## src/rtl/mealy_decoder_pkg.sv

```systemverilog
// rtl/mealy_decoder_pkg.sv - state encoding and decode function shared with the Mealy serial coder
package mealy_code_pkg;

  typedef enum logic [1:0] {
    D0 = 2'b00,
    D1 = 2'b01,
    D2 = 2'b10,
    D3 = 2'b11
  } state_t;

  typedef struct packed {
    state_t next_state;
    logic   dbit;
  } dec_t;

  // Inverse of the coder: every (state, din) pair is legal, so no error state exists.
  function automatic dec_t mealy_decode(input state_t state, input logic din);
    dec_t r;
    case (state)
      D0:      begin r.next_state = din ? D0 : D1; r.dbit =  din; end
      D1:      begin r.next_state = din ? D2 : D3; r.dbit = ~din; end
      D2:      begin r.next_state = din ? D0 : D1; r.dbit = ~din; end
      default: begin r.next_state = din ? D2 : D3; r.dbit =  din; end
    endcase
    return r;
  endfunction

endpackage

```

## src/rtl/mealy_decoder_if.sv

```systemverilog
// rtl/mealy_decoder_if.sv - coded-bit input and decoded bit/word outputs of the Mealy decoder
interface mealy_decoder_if #(
  parameter int WIDTH = 8
);
  logic             clr;
  logic             din;
  logic             din_vld;
  logic             bit_out;
  logic             bit_vld;
  logic [WIDTH-1:0] word_out;
  logic             word_vld;
  logic             par_err;

  modport master (
    output clr, din, din_vld,
    input  bit_out, bit_vld, word_out, word_vld, par_err
  );

  modport slave (
    input  clr, din, din_vld,
    output bit_out, bit_vld, word_out, word_vld, par_err
  );
endinterface

```

## src/rtl/mealy_dec_core.sv

```systemverilog
// rtl/mealy_dec_core.sv - 4-state decoder FSM tracking the coder, with registered bit_out/bit_vld
module mealy_dec_core
  import mealy_code_pkg::*;
(
  input  logic clk,
  input  logic rst,
  input  logic clr,
  input  logic din,
  input  logic din_vld,
  output logic accept,
  output logic dec_bit,
  output logic bit_out,
  output logic bit_vld
);

  state_t state;
  state_t state_nxt;
  dec_t   dec;

  always_comb begin
    dec       = mealy_decode(state, din);
    accept    = din_vld & ~clr;
    dec_bit   = dec.dbit;
    state_nxt = state;
    if (clr) begin
      state_nxt = D0;
    end else if (din_vld) begin
      state_nxt = dec.next_state;
    end
  end

  always_ff @(posedge clk or posedge rst) begin
    if (rst) begin
      state   <= D0;
      bit_out <= 1'b0;
      bit_vld <= 1'b0;
    end else begin
      state   <= state_nxt;
      bit_vld <= accept;
      if (accept) begin
        bit_out <= dec.dbit;
      end
    end
  end

endmodule

```

## src/rtl/mealy_decoder.sv

```systemverilog
// rtl/mealy_decoder.sv - Mealy serial decoder with LSB-first word packing
// Optional PARITY_CHK_EN: frames carry a trailing even-parity bit checked into par_err.
module mealy_decoder
  import mealy_code_pkg::*;
#(
  parameter int WIDTH = 8
) (
  input logic             clk,
  input logic             rst,
  mealy_decoder_if.slave  bus
);

`ifdef PARITY_CHK_EN
  localparam int FRAME = WIDTH + 1;
`else
  localparam int FRAME = WIDTH;
`endif
  localparam int CNT_W = $clog2(FRAME);

  logic             accept;
  logic             dec_bit;
  logic             last;
  logic [CNT_W-1:0] cnt;
  logic [WIDTH-1:0] shreg;

  mealy_dec_core u_core (
    .clk     (clk),
    .rst     (rst),
    .clr     (bus.clr),
    .din     (bus.din),
    .din_vld (bus.din_vld),
    .accept  (accept),
    .dec_bit (dec_bit),
    .bit_out (bus.bit_out),
    .bit_vld (bus.bit_vld)
  );

  assign last = (cnt == CNT_W'(FRAME - 1));

`ifdef PARITY_CHK_EN
  logic par_q;
  assign bus.par_err = par_q;
`else
  assign bus.par_err = 1'b0;
`endif

  // Bits enter at the MSB and shift down, so after WIDTH bits the first one sits at index 0.
  always_ff @(posedge clk or posedge rst) begin
    if (rst) begin
      cnt          <= '0;
      shreg        <= '0;
      bus.word_out <= '0;
      bus.word_vld <= 1'b0;
`ifdef PARITY_CHK_EN
      par_q        <= 1'b0;
`endif
    end else begin
      bus.word_vld <= 1'b0;
`ifdef PARITY_CHK_EN
      par_q        <= 1'b0;
`endif
      if (bus.clr) begin
        cnt <= '0;
      end else if (accept) begin
        cnt <= last ? '0 : cnt + 1'b1;
`ifdef PARITY_CHK_EN
        if (last) begin
          bus.word_out <= shreg;
          bus.word_vld <= 1'b1;
          par_q        <= (^shreg) ^ dec_bit;
        end else begin
          shreg <= {dec_bit, shreg[WIDTH-1:1]};
        end
`else
        shreg <= {dec_bit, shreg[WIDTH-1:1]};
        if (last) begin
          bus.word_out <= {dec_bit, shreg[WIDTH-1:1]};
          bus.word_vld <= 1'b1;
        end
`endif
      end
    end
  end

endmodule

```

## src/flat_wrapper.sv

```systemverilog
// flat-port wrapper written by rule: the top's interface ports become plain ports
module mealy_decoder_flat import mealy_code_pkg::*;
#(
  parameter int WIDTH = 8
)
  (clk, rst, bus_clr, bus_din, bus_din_vld, bus_bit_out, bus_bit_vld, bus_word_out, bus_word_vld, bus_par_err);
  mealy_decoder_if #(.WIDTH(WIDTH)) bus_i ();
  input logic clk;
  input logic rst;
  input wire logic [$bits(bus_i.clr)-1:0] bus_clr;
  input wire logic [$bits(bus_i.din)-1:0] bus_din;
  input wire logic [$bits(bus_i.din_vld)-1:0] bus_din_vld;
  output wire logic [$bits(bus_i.bit_out)-1:0] bus_bit_out;
  output wire logic [$bits(bus_i.bit_vld)-1:0] bus_bit_vld;
  output wire logic [$bits(bus_i.word_out)-1:0] bus_word_out;
  output wire logic [$bits(bus_i.word_vld)-1:0] bus_word_vld;
  output wire logic [$bits(bus_i.par_err)-1:0] bus_par_err;
  assign bus_i.clr = bus_clr;
  assign bus_i.din = bus_din;
  assign bus_i.din_vld = bus_din_vld;
  assign bus_bit_out = bus_i.bit_out;
  assign bus_bit_vld = bus_i.bit_vld;
  assign bus_word_out = bus_i.word_out;
  assign bus_word_vld = bus_i.word_vld;
  assign bus_par_err = bus_i.par_err;
  mealy_decoder #(.WIDTH(WIDTH)) u_core (.clk(clk), .rst(rst), .bus(bus_i));
endmodule
```

## config.mk

```make
export PLATFORM = sky130hd
export DESIGN_NAME = mealy_decoder_flat
export DESIGN_NICKNAME = d
export VERILOG_FILES = /design/src/rtl/mealy_decoder_pkg.sv /design/src/rtl/mealy_decoder_if.sv /design/src/rtl/mealy_dec_core.sv /design/src/rtl/mealy_decoder.sv /design/src/flat_wrapper.sv
export SDC_FILE = /design/constraint.sdc
export NUM_CORES = 1
export LEC_CHECK = 0
export BUFFER_PORTS_ARGS = -buffer_cell sky130_fd_sc_hd__buf_4
export CORE_MARGIN = 2
export CORE_UTILIZATION = 55
export CTS_CLUSTER_DIAMETER = 30
export DETAILED_ROUTE_END_ITERATION = 7
export GPL_TIMING_DRIVEN = 1
export PLACE_DENSITY_LB_ADDON = 0.3
export SLEW_MARGIN = 10
export SYNTH_ARGS = -nofsm -noshare
export SYNTH_HDL_FRONTEND = slang
export SYNTH_SLANG_ARGS = --single-unit
export TNS_END_PERCENT = 50
```

## constraint.sdc

```tcl
create_clock -name clk -period 3.85 [get_ports clk]
set_clock_uncertainty 0.15 [all_clocks]
set_input_delay 0.1925 -clock clk [delete_from_list [all_inputs] [get_ports clk]]
set_output_delay 0.1925 -clock clk [all_outputs]
set_load 0.05 [all_outputs]
```

==> out/metrics.yaml <==
outcome: "complete, no violations"
use_met3_pct: 3.17
power_frac_seq_pct: 52.2
nets: 89
p_int_uw: 431
syn_nets: 68
diodes: 0
port_buffers: 15
p_clk_share_pct: 30.4
hold_violations: 0
grtUsageMet1_pct: 24.3
grt_pass1_vias: 555
p_per_area_nw_per_um2: 497
fin_setup_tns_ps: 0
wl_um: 1510
ant_nets: 0
crit_path_max_fanout: 2
setup_violations: 0
ys_seq_area_share_pct: 58.4
cts_buffers: 3
grt_pass1_wl_um: 2530
finalWorstSetupSlack_ps: 2230
dp.cells: 89
critPathCaptureType: "register"
first_iter_violations: 3
start_kind: "input pin"
reg2reg_depth: 4
max-slew-margin-rel_pct: 46.2
clk_pin_slew_ps: 110
critPathSlowestCell: "dlygate4sd3_1"
multi_input_area_um2: 347
cts-root-buf: "clkbuf_4"
min-delay-start: "bus_din_vld"
drt-pass1-iter-count: 4
ys_top_cells_by_area: "dfrtp_1 (58%), mux2_4 (9.6%), mux2_2 (8.4%)"
crit_chain: "dlygate4sd3_1, buf_4, a211oi_1, dlygate4sd3_1"
cts_resized: 0
vias: 526
reg2reg_slack_ps: 2240
seqCellArea_um2: 551
gp_congestion: 0.681
hold_class: "input pin to register"
io_pins: 17
grtUsageMet2_pct: 26.8
viasPerCell: 5.42
tightest_slew_ps: 807
worstHoldEndpoint: "u_core.cnt[2]"
critPathKind: "input pin to register"
finalPower_uw: 566
grtUsageTotal_pct: 17.9
dp_hpwl_um: 944
chipHeight_um: 45.4
antenna_found_initial: 0
slowest_delay_ps: 580
leakagePower_uw: 0.000637
syn_to_final_growth_pct: 20.7
synth_largest_area_cell: "dfrtp_1"
swShare_pct: 23.8
start_util_pct: 60.4
dieArea_um2: 2060
fmax_ghz: 0.617
period_share_pct: 42.1
rsz0062_at_grt: "false"
netlist_instances: 61
whs_path_depth: 3
cts_buffer_depth: 2
clock_sink_count: 22
post-cts-setup-buffers: 0
top_usage_layer: "met2"
cp.buffers_inverters: 3
grt_max_degree: 23
synth_seq_cells: 22
p_comb_share_pct: 17.4
p_sw_uw: 135
fin_crit_ps: 1620
reg2reg_to: "u_core.bus.word_out[6]"
yosysWarnings: 0
fp.dieW_um: 45.4
h-tree-depth: 1
reg2reg_from: "u_core.cnt[0]"
drv_slew: 0
layout-drive-gt1-share_pct: 42.0
final_cells: 97
netlist_area_um2: 942
routedWlPerCell_um: 15.5
grt-ovfl-total: 0
worst_ep_required_time_ps: 3940
std_cell_rows: 14
clock_latency_ps: 300
cp.arrival_ps: 1710
cpMostUsedCell: "dlygate4sd3_1"
tritoncts: "done"
core_area_um2: 1560
maxCapViolCount: 0
drc_errors: 0
synth_top_area_share_pct: 58.4
postSynthAreaPerCell_um2: 15.4
holdWs_ps: 100
place_ws_ps: 2250
synthDistinctLibCells: 17
ir_drop_mv: 0.358
fillCellCount: 100
path_delay_family: "buffers and inverters"
metal layers:
metal	vias up	share of wire, %
met4	0	2.1
li1	241	-
met1	263	43
met3	4	5.4
met5	-	0
met2	18	49
flip-flops by register name, indices dropped and copies added (netlist names):
name                   count
u_core.shreg               6
u_core.bus.word_out        8
u_core.u_core.bit_vld      1
u_core.u_core.state        2
u_core.bus.word_vld        1
u_core.cnt                 3
u_core.u_core.bit_out      1
timing repair:
| action | in CTS | in global routing |
|---|---|---|
| endpoints found under the setup margin | 0 | 0 |
| endpoints found under the hold margin | 28 | 0 |
| hold buffers | 4 | 0 |
final cells by class:
class | instances | area share [%]
inverter | 4 | 1.32
clock inverter | 1 | 2.64
timing repair buffer | 19 | 13.4
multi-input combinational | 32 | 30.5
sequential | 22 | 48.4
tap | 16 | 1.76
clock buffer | 3 | 1.98
synthesized netlist by cell type:
cell type and instances:
a21oi_1 1, nor2_1 4, conb_1 1, nand3b_4 1
or3b_1 1, mux2_2 7, mux2_4 6, inv_1 4
xnor3_1 1, nand2b_1 1, a211oi_1 1, buf_6 2
mux2i_1 5, dfrtp_1 22, buf_4 1, ha_1 2
nor2b_4 1
logic make-up (layout without fill, tap and decap cells):
group	after synthesis	in the layout	share of synthesized area, %
compound gates	2	2	1.33
simple gates	8	8	6.77
other cells	1	1	0.398
buf+inv	7	27	4.78
xor+xnor	1	1	2.39
mux	18	18	23.2
fa+ha+maj	2	2	2.66
flops	22	22	58.4
metrics by stage:
step	instance area [um^2]	util (%)
after floorplan	942	-
after global placement	1040	67.0
after detailed placement	1040	67.0
after CTS	1140	73.0
after global routing	1140	73.0
final	1140	73.0
tightest hold or removal path, cell delays in order:
cell and delay (ps):
buf_4 160, mux2i_1 90, nor2_1 70
layout by cell type, fill, tap and decap left out:
master	netlist	routed
dfrtp_1	22	22
buf_4	1	15
mux2_2	7	7
mux2_4	6	6
mux2i_1	5	5
nor2_1	4	4
inv_1	4	4
dlygate4sd3_1	0	4
clkbuf_4	0	3
ha_1	2	2
nand3b_4	1	1
nor2b_4	1	1
xnor3_1	1	1
or3b_1	1	1
nand2b_1	1	1
a21oi_1	1	1
a211oi_1	1	1
conb_1	1	1
bufinv_16	0	1
power by group through the flow:
stage	clock network (uW)	logic, uW	registers (uW)
after floorplan	0	69.0	303
after global placement	0	92.6	299
after detailed placement	0	94.2	300
after CTS	175	98.2	295
after global routing	185	106	301
final	172	98.2	295
worst max-delay path by stage:
stage                        from                     end  depth (start not counted)
global route              bus_din  u_core.u_core.state[0]                          4
detailed placement  u_core.cnt[0]  u_core.bus.word_out[0]                          4
floorplan           u_core.cnt[0]  u_core.bus.word_out[0]                          4
global placement    u_core.cnt[0]  u_core.bus.word_out[4]                          4
CTS                 u_core.cnt[0]  u_core.bus.word_out[0]                          4
finish                    bus_din  u_core.u_core.state[0]                          4
Power figures use the tool's default switching activity.
